==> src/rtl/ad80305_rx_pkg.sv <==
// AD80305 RX FIFO shared definitions: state encoding and rate defaults,
// shared by the RX interface and the read-side FIFO controller.
package ad80305_rx_pkg;

  localparam logic [2:0] RX_ST_IDLE  = 3'd0;
  localparam logic [2:0] RX_ST_FLUSH = 3'd1;
  localparam logic [2:0] RX_ST_FILL  = 3'd2;
  localparam logic [2:0] RX_ST_RUN   = 3'd3;

  typedef enum logic [2:0] {
    ST_IDLE  = RX_ST_IDLE,
    ST_FLUSH = RX_ST_FLUSH,
    ST_FILL  = RX_ST_FILL,
    ST_RUN   = RX_ST_RUN
  } rx_st_e;

  localparam int RX_RD_DIV   = 4;
  localparam int RX_CLR_CYC  = 8;
  localparam int RX_FILL_LVL = 8;

endpackage

==> src/rtl/ad80305_sat_cnt.sv <==
// Saturating up-counter with synchronous clear (clear wins over inc).
// Used for the FILL timeout timer and the optional error statistics.
module ad80305_sat_cnt #(
  parameter int W = 8
) (
  input  logic         clk,
  input  logic         rst_n,
  input  logic         clr,
  input  logic         inc,
  output logic [W-1:0] cnt
);

  always_ff @(posedge clk or negedge rst_n) begin
    if (!rst_n) begin
      cnt <= '0;
    end else if (clr) begin
      cnt <= '0;
    end else if (inc && (cnt != '1)) begin
      cnt <= cnt + 1'b1;
    end
  end

endmodule

==> src/rtl/ad80305_rx_fifo_ctrl.sv <==
// AD80305 RX CDC FIFO read-side sequencer (flush, pre-fill, paced reads).
// Optional error statistics enabled by defining RX_FIFO_STATS_EN.
module ad80305_rx_fifo_ctrl
  import ad80305_rx_pkg::*;
#(
  parameter int RD_DIV    = RX_RD_DIV,
  parameter int CLR_CYC   = RX_CLR_CYC,
  parameter int FILL_LVL  = RX_FILL_LVL,
  parameter int OVF_LVL   = 14,
  parameter int FILL_TO   = 256,
  parameter int USEDW_W   = 4
`ifdef RX_FIFO_STATS_EN
  ,
  parameter int ERR_CNT_W = 16
`endif
) (
  input  logic               i_fpga_clk_125p,
  input  logic               i_fpga_rst_125p,
  input  logic               i_enable,
  input  logic               i_rdempty,
  input  logic [USEDW_W-1:0] i_rdusedw,
  output logic               o_fifo_aclr,
  output logic               o_rd_req,
  output logic               o_iq_valid,
  output logic               o_locked,
  output logic [2:0]         o_state,
  output logic               o_err_pulse
`ifdef RX_FIFO_STATS_EN
  ,
  input  logic               i_stats_clr,
  output logic [ERR_CNT_W-1:0] o_udf_cnt,
  output logic [ERR_CNT_W-1:0] o_ovf_cnt,
  output logic [ERR_CNT_W-1:0] o_noclk_cnt
`endif
);

  localparam int DIV_W = (RD_DIV > 1) ? $clog2(RD_DIV) : 1;
  localparam int TO_W  = $clog2(FILL_TO);

  rx_st_e            st, st_nxt;
  logic [DIV_W-1:0]  div;
  logic [TO_W-1:0]   tmr;
  logic              st_chg;
  logic              slot, fill_ok, udf, ovf, tmo, flush_done;

  assign st_chg     = (st_nxt != st);
  assign slot       = (st == ST_RUN) && (div == DIV_W'(RD_DIV - 1));
  assign fill_ok    = (i_rdusedw >= USEDW_W'(FILL_LVL));
  assign udf        = slot && i_rdempty;
  assign ovf        = (st == ST_RUN) && (i_rdusedw >= USEDW_W'(OVF_LVL));
  assign tmo        = (st == ST_FILL) && !fill_ok &&
                      (tmr == TO_W'(FILL_TO - 1));
  assign flush_done = (st == ST_FLUSH) && (tmr == TO_W'(CLR_CYC - 1));

  // Shared timer: FLUSH length and FILL timeout, restarted on state entry
  ad80305_sat_cnt #(.W(TO_W)) u_tmr (
    .clk   (i_fpga_clk_125p),
    .rst_n (i_fpga_rst_125p),
    .clr   (st_chg),
    .inc   (1'b1),
    .cnt   (tmr)
  );

  always_ff @(posedge i_fpga_clk_125p or negedge i_fpga_rst_125p) begin
    if (!i_fpga_rst_125p) begin
      st         <= ST_IDLE;
      div        <= '0;
      o_iq_valid <= 1'b0;
    end else begin
      st         <= st_nxt;
      o_iq_valid <= o_rd_req;
      if (st_chg) begin
        div <= '0;
      end else if (st == ST_RUN) begin
        div <= (div == DIV_W'(RD_DIV - 1)) ? '0 : div + 1'b1;
      end
    end
  end

  always_comb begin
    st_nxt      = st;
    o_fifo_aclr = 1'b0;
    o_rd_req    = 1'b0;
    o_locked    = 1'b0;
    o_state     = st;
    o_err_pulse = udf || ovf || tmo;
    unique case (st)
      ST_IDLE: begin
        o_fifo_aclr = 1'b1;
        st_nxt      = ST_FLUSH;
      end
      ST_FLUSH: begin
        o_fifo_aclr = 1'b1;
        if (flush_done) st_nxt = ST_FILL;
      end
      ST_FILL: begin
        if (fill_ok)  st_nxt = ST_RUN;
        else if (tmo) st_nxt = ST_FLUSH;
      end
      ST_RUN: begin
        o_locked = 1'b1;
        o_rd_req = slot && !i_rdempty && !ovf;
        if (udf || ovf) st_nxt = ST_FLUSH;
      end
      default: st_nxt = ST_IDLE;
    endcase
    // Disable overrides every transition and suppresses the read
    if (!i_enable) begin
      st_nxt   = ST_IDLE;
      o_rd_req = 1'b0;
    end
  end

`ifdef RX_FIFO_STATS_EN
  ad80305_sat_cnt #(.W(ERR_CNT_W)) u_udf_cnt (
    .clk   (i_fpga_clk_125p),
    .rst_n (i_fpga_rst_125p),
    .clr   (i_stats_clr),
    .inc   (udf),
    .cnt   (o_udf_cnt)
  );

  // A same-clock underflow takes the blame over an overflow
  ad80305_sat_cnt #(.W(ERR_CNT_W)) u_ovf_cnt (
    .clk   (i_fpga_clk_125p),
    .rst_n (i_fpga_rst_125p),
    .clr   (i_stats_clr),
    .inc   (ovf && !udf),
    .cnt   (o_ovf_cnt)
  );

  ad80305_sat_cnt #(.W(ERR_CNT_W)) u_noclk_cnt (
    .clk   (i_fpga_clk_125p),
    .rst_n (i_fpga_rst_125p),
    .clr   (i_stats_clr),
    .inc   (tmo),
    .cnt   (o_noclk_cnt)
  );
`endif

endmodule

==> config.mk <==
export PLATFORM = sky130hd
export DESIGN_NAME = ad80305_rx_fifo_ctrl
export DESIGN_NICKNAME = d
export VERILOG_FILES = /design/src/rtl/ad80305_rx_pkg.sv /design/src/rtl/ad80305_sat_cnt.sv /design/src/rtl/ad80305_rx_fifo_ctrl.sv
export SDC_FILE = /design/constraint.sdc
export NUM_CORES = 1
export LEC_CHECK = 0
export ABC_AREA = 1
export BUFFER_PORTS_ARGS = -buffer_cell sky130_fd_sc_hd__clkbuf_2
export CAP_MARGIN = 20
export CELL_PAD_IN_SITES_DETAIL_PLACEMENT = 1
export CELL_PAD_IN_SITES_GLOBAL_PLACEMENT = 2
export CORE_UTILIZATION = 34
export DETAILED_ROUTE_END_ITERATION = 16
export PLACE_DENSITY = 0.8
export SKIP_CTS_REPAIR_TIMING = 1
export SLEW_MARGIN = 20
export SYNTH_ARGS = -nofsm -noshare
export SYNTH_HDL_FRONTEND = slang
export SYNTH_SLANG_ARGS = --single-unit
==> constraint.sdc <==
create_clock -name i_fpga_clk_125p -period 2.9 [get_ports i_fpga_clk_125p]
set_input_delay 0.58 -clock i_fpga_clk_125p [delete_from_list [all_inputs] [get_ports i_fpga_clk_125p]]
set_output_delay 0.58 -clock i_fpga_clk_125p [all_outputs]
set_load 0.05 [all_outputs]
Word-level counts from Yosys, hierarchy flattened
Index checks and enable logic that the tools add are counted.

Bits in registers: 14. Output and inout bits: 8. Logic and storage cells: 48.

Add/sub/neg operators: 2. Magnitude comparators: 2. Eq/ne operators: 8. Mux-type cells: 15. Reductions and logical operators: 17.

Operators by type and width (number): 8-bit two-way mux (2); 3-bit two-way mux (5); 3-bit one-hot mux with 4 select lines (1); 8-bit by 1-bit adder with 8-bit output, second input constant (1); 8-bit by 3-bit == test with 1-bit output, second input constant (1); 8-bit == test, second input constant (1); 4-bit >= comparator, second input constant (2); 1-bit logical AND (8); 8-bit inequality test, second input constant (1); 3-bit by 2-bit == test with 1-bit output, second input constant (2); 2-bit two-way mux (3); 1-bit two-way mux (4); 2-bit nonzero test (2); 3-bit by 1-bit == test with 1-bit output, second input constant (1); 1-bit logical NOT (3); 3-bit logical NOT (1); 3-bit inequality test (1); 2-bit by 1-bit adder with 2-bit output, second input constant (1); 2-bit == test, second input constant (1); 1-bit logical OR (2); 2-bit OR reduction (1).

Longest topological paths before layout
Word-level depth: 10. Depth in mapped cells: 11. Gate-level depth less buffers: 11.

Modules after synthesis
From an unflattened synthesis, not the netlist that was laid out.

Cell total of the unflattened synthesis: 157. Area, all modules: 1009.7 µm².

By module, submodules not included: ad80305_sat_cnt (times used 1, cells each 74, area each 511.7 µm²); ad80305_rx_fifo_ctrl (times used 1, cells each 83, area each 498.0 µm²).

Worst setup path after synthesis
OpenSTA, ideal clock, no wires.

Path type: register to output. Start: reg st[0], in the netlist o_state[0]. End: out o_rd_req. Arrival time: 2.457 ns. Required time: 2.320 ns. Slack: -0.137 ns. Stages on the path, launching flop included: 3. Path buffers: 0. Path through: dfrtp_1 nand2_1 nor4_1.

Word-level cells in the longest chain between the ends: 6. Elaborated cells on any way between the ends: 8. Those cells by class: 1 x eq/ne; 2 x mux; 5 x reduce/logical.

Ends and longest elaborated chain: start: declaration (line ad80305_rx_fifo_ctrl.sv:40) `rx_st_e st, st_nxt;`; start signal: assignment (line ad80305_rx_fifo_ctrl.sv:70) `st <= st_nxt;`; 3-bit by 2-bit == test with 1-bit output * (line ad80305_rx_fifo_ctrl.sv:47, ad80305_rx_fifo_ctrl.sv:50, ad80305_rx_fifo_ctrl.sv:87); 1-bit logical AND (on tied branches) (line ad80305_rx_fifo_ctrl.sv:47, ad80305_rx_fifo_ctrl.sv:50); 1-bit logical AND / 1-bit logical NOT (equally long branches) (line ad80305_rx_fifo_ctrl.sv:102) `o_rd_req = slot && !i_rdempty && !ovf;`; 1-bit logical AND (line ad80305_rx_fifo_ctrl.sv:102); 1-bit two-way mux * (line ad80305_rx_fifo_ctrl.sv:87) `unique case (st)`; 1-bit two-way mux * (line ad80305_rx_fifo_ctrl.sv:108) `if (!i_enable) begin`; end: declaration (line ad80305_rx_fifo_ctrl.sv:23) `output logic o_rd_req,`.

Mark *: on every way between the ends. The rest lies on a longest branch, timed or not.

Worst setup path in the final report
Start: reg u_tmr.cnt[0]. End: out o_err_pulse.

Word-level cells in the longest chain between the ends: 3.

Ends and longest elaborated chain: start: declaration (line ad80305_sat_cnt.sv:10) `output logic [W-1:0] cnt`; start signal: assignment (line ad80305_sat_cnt.sv:19) `cnt <= cnt + 1'b1;`; 8-bit == test (line ad80305_rx_fifo_ctrl.sv:52) `(tmr == TO_W'(FILL_TO - 1));`; 1-bit logical AND (line ad80305_rx_fifo_ctrl.sv:51) `assign tmo = (st == ST_FILL) && !fill_ok &&`; 1-bit logical OR (line ad80305_rx_fifo_ctrl.sv:86) `o_err_pulse = udf || ovf || tmo;`; end: declaration (line ad80305_rx_fifo_ctrl.sv:27) `output logic o_err_pulse`.

Every way passes these cells.

==> flow_summary_export.csv <==
group,metric,value,unit
synthesis,yosysMostFrequentCell,"sky130_fd_sc_hd__nand2_1",
die,die_h,54.40,microns
die,die-width,54.40,microns
synthesis,syn_area_per_cell,8.409,sq um
pwr,power_leakage,0.5471,nW
outcome,outcome,"completed",
drt,num_vias,757,
placed_design,globalplace.congestion,0.7383,
critical_path,worst-setup-path-type,"reg -> out",
critical_path,timing.critical_path.mode_cell,"sky130_fd_sc_hd__nand2_1",
timing,timing.final.hold_violations,0,
layout,drive_gt1_share,32.56,%
timing,clock.fmax,428.8,MHz
placed_design,port_buffers,14,
drt,routed_wl,2038,microns
synthesis,yosys_warning_total,0,
critical_path,startpoint_type,"flop",
pwr,worst_ir_drop_vdd,0.0002085,V
synthesis,synth-seq-area-share,37.53,%
timing,finClkSkew,0.007209,ns
global_routing,antenna_found_initial,0,
drt,remaining_drc_errors,0,
global_routing,grt_first_pass_wirelength,3353,microns
clock_network,clk_latency,0.28,ns
critical_path,crit_path_end_kind,"output port",
die,start_util,36.68,%
placed_design,dpl_cell_area,1047,sq um
synthesis,ys.flop_type,"sky130_fd_sc_hd__dfrtp_1",
timing,period_share,80.42,%
placed_design,placed_cells_incl_taps,155,
critical_path,cp_data_arrival_time,1.75,ns
die,die-area,2959,sq um
synthesis,synth_cell_type_count,22,
synthesis,mappedNetlistArea,933.4,sq um
timing,setup-tns-final,0,ns
critical_path,critPathMaxFanout,4,
clock_network,htree_levels,1,
layout,final_cell_area,1084,sq um
drt,drtAntennaViolNets,0,
layout,final_net_count,140,
global_routing,global_routing_usage_summed_across_all_routing_layers,16.67,%
die,coreArea,2545,sq um
timing,slew_viol_final,0,
synthesis,async_reset_ff_share,100.0,%
layout,area_growth,16.09,%
critical_path,cp_data_required_time,2.32,ns
clock_network,cts.sink_count,14,
synthesis,number_of_enable_type_register_cells_in_the_synthesized_netlist,0,
critical_path,timing.reg2reg.setup_slack,1.08,ns
drt,routed_via_density,4.761,
placed_design,dp.final_hpwl,1633,microns
timing,timing.final.ws_setup,0.5678,ns
drt,initialDrtViolationCount,7,
die,design.portCount,16,
synthesis,share_of_the_synthesized_area_in_the_top_cell_type,37.53,%
clock_network,cts.clk_slew.worst_paths,0.09,ns
layout,antenna_cells_inserted,0,
die,core.rowCount,18,
synthesis,postSynthNetCount,121,
synthesis,synthCells,111,
critical_path,path_delay_family,"simple AND/OR/NAND/NOR gates",
timing,finalSetupViolations,0,
worst_hold_path,holdCritPathClass,"in -> async",
global_routing,grt_overflow,0,
pwr,power-per-cell-area,359.0,nW/um^2
critical_path,path_cells,"ha_1 > nand3_4 > nor3_4 > nand2_1 > nand2_1 > clkbuf_2",
synthesis,ys_top_cells_by_area,"sky130_fd_sc_hd__dfrtp_1 (38%), sky130_fd_sc_hd__nor3_2 (11%), sky130_fd_sc_hd__nand2_1 (10%), sky130_fd_sc_hd__inv_1 (6.4%), sky130_fd_sc_hd__nand3_1 (4.3%)",
timing,final.min_clock_period,2.332,ns
global_routing,grt_start_max_net_pins,15,
drt,routed_wire_length_per_instance,12.82,microns
flow_run,max_cap_viols,0,
synthesis,synth_top_cells_by_count,"sky130_fd_sc_hd__nand2_1 (26), sky130_fd_sc_hd__inv_1 (16), sky130_fd_sc_hd__dfrtp_1 (14), sky130_fd_sc_hd__nor3_2 (10), sky130_fd_sc_hd__nand3_1 (8)",
synthesis,synth_seq_cells,14,
critical_path,critPathBufInv,1,
critical_path,slowest_stage_cell_crit_path,"sky130_fd_sc_hd__dfrtp_1",
global_routing,first_global_vias,704,
clock_network,tritoncts,"done",
clock_network,cts_inserted_buffers,3,
clock_network,clockRootBuffer,"sky130_fd_sc_hd__clkbuf_4",
clock_network,cts_max_path_buffers,2,
placed_design,dp_worst_setup_slack,0.8487,ns
critical_path,timing.critical_path.slowest_cell_delay,0.39,ns
timing,grt_setup_unrepaired,"false",
synthesis,cell_type_contributing_the_most_total_cell_area_after_synthesis,"sky130_fd_sc_hd__dfrtp_1",
drt,detail_route.first_pass.iterations,2,
layout,finish.cell_count_without_fillers,159,
placed cells by master (no fill, tap or decap):
master and instances:
sky130_fd_sc_hd__nor3_2 10, sky130_fd_sc_hd__nand2_1 26, sky130_fd_sc_hd__xnor2_1 1, sky130_fd_sc_hd__clkbuf_8 1, sky130_fd_sc_hd__nand4_1 1, sky130_fd_sc_hd__o21ai_0 3, sky130_fd_sc_hd__nand3b_1 2, sky130_fd_sc_hd__inv_2 1
sky130_fd_sc_hd__inv_1 16, sky130_fd_sc_hd__dfrtp_1 14, sky130_fd_sc_hd__nand3_1 8, sky130_fd_sc_hd__nand3_4 2, sky130_fd_sc_hd__a21oi_1 1, sky130_fd_sc_hd__nor2_4 2, sky130_fd_sc_hd__conb_1 1, sky130_fd_sc_hd__ha_1 2
sky130_fd_sc_hd__clkbuf_2 14, sky130_fd_sc_hd__nor4_2 1, sky130_fd_sc_hd__xor2_1 3, sky130_fd_sc_hd__nor2_1 7, sky130_fd_sc_hd__mux2i_1 1, sky130_fd_sc_hd__nand2_4 2, sky130_fd_sc_hd__clkbuf_4 3, sky130_fd_sc_hd__nor3_4 1
sky130_fd_sc_hd__nor4_1 1, sky130_fd_sc_hd__nand2_2 5
registers in the layout, indices dropped and copies added (netlist names):
name / count
div: 2
o_iq_valid: 1
o_state: 3
u_tmr.cnt: 8
through the flow:
stage	power, mW	util [%]	hold WS, ns
global placement	0.2529	41.15	0.5082
CTS	0.3975	42.58	0.1974
global route	0.4099	42.58	0.2035
detailed placement	0.2540	41.15	0.5095
finish	0.3889	42.58	0.1861
floorplan	0.2375	-	0.2844
cell type report:
class / count / area [sq um]
inverters: 17 / 63.81
multi-input cells: 80 / 525.5
fillers: 322 / 1461
well taps: 30 / 37.54
repair buffers: 14 / 70.07
clock buffers: 4 / 36.28
flip-flops and latches: 14 / 350.3
final timing paths:
kind | end | start | cells after the start
setup / recovery | o_err_pulse | u_tmr.cnt[0]$_DFFE_PN0P_ | 6
hold / removal | u_tmr.cnt[7]$_DFFE_PN0P_ | i_fpga_rst_125p | 1
setup reg to reg | u_tmr.cnt[2]$_DFFE_PN0P_ | u_tmr.cnt[0]$_DFFE_PN0P_ | 9
hold reg to reg | u_tmr.cnt[0]$_DFFE_PN0P_ | u_tmr.cnt[0]$_DFFE_PN0P_ | 2
max in group asynchronous | u_tmr.cnt[2]$_DFFE_PN0P_ | i_fpga_rst_125p | 1
min in group i_fpga_clk_125p | o_state[0]$_DFF_PN0_ | i_enable | 3
report_power, final:
group	internal [mW]	leakage [nW]	total [mW]	switching [mW]
Clock	0.0763	0.0210	0.140	0.0640
Sequential	0.199	0.191	0.204	0.00528
Combinational	0.0137	0.335	0.0444	0.0307
routing by layer:
layer,wire length [microns],track usage (%)
met4,15,5.128
met2,983,25.61
met5,0,0
met3,33,2.500
met1,1006,23.81
kinds of logic (layout without fill, tap and decap cells):
kind of cell	Yosys count	after routing	share of synthesized area [%]
flip-flops	14	14	37.53
AO/OA/AOI/OAI	4	4	2.144
multiplexers	1	1	1.072
XOR/XNOR	4	4	3.754
other	1	1	0.4018
adder cells (fa/ha/maj)	2	2	2.681
AND/OR/NAND/NOR	68	68	45.58
buffers and inverters	17	35	6.836
Power figures use the tool's default switching activity.
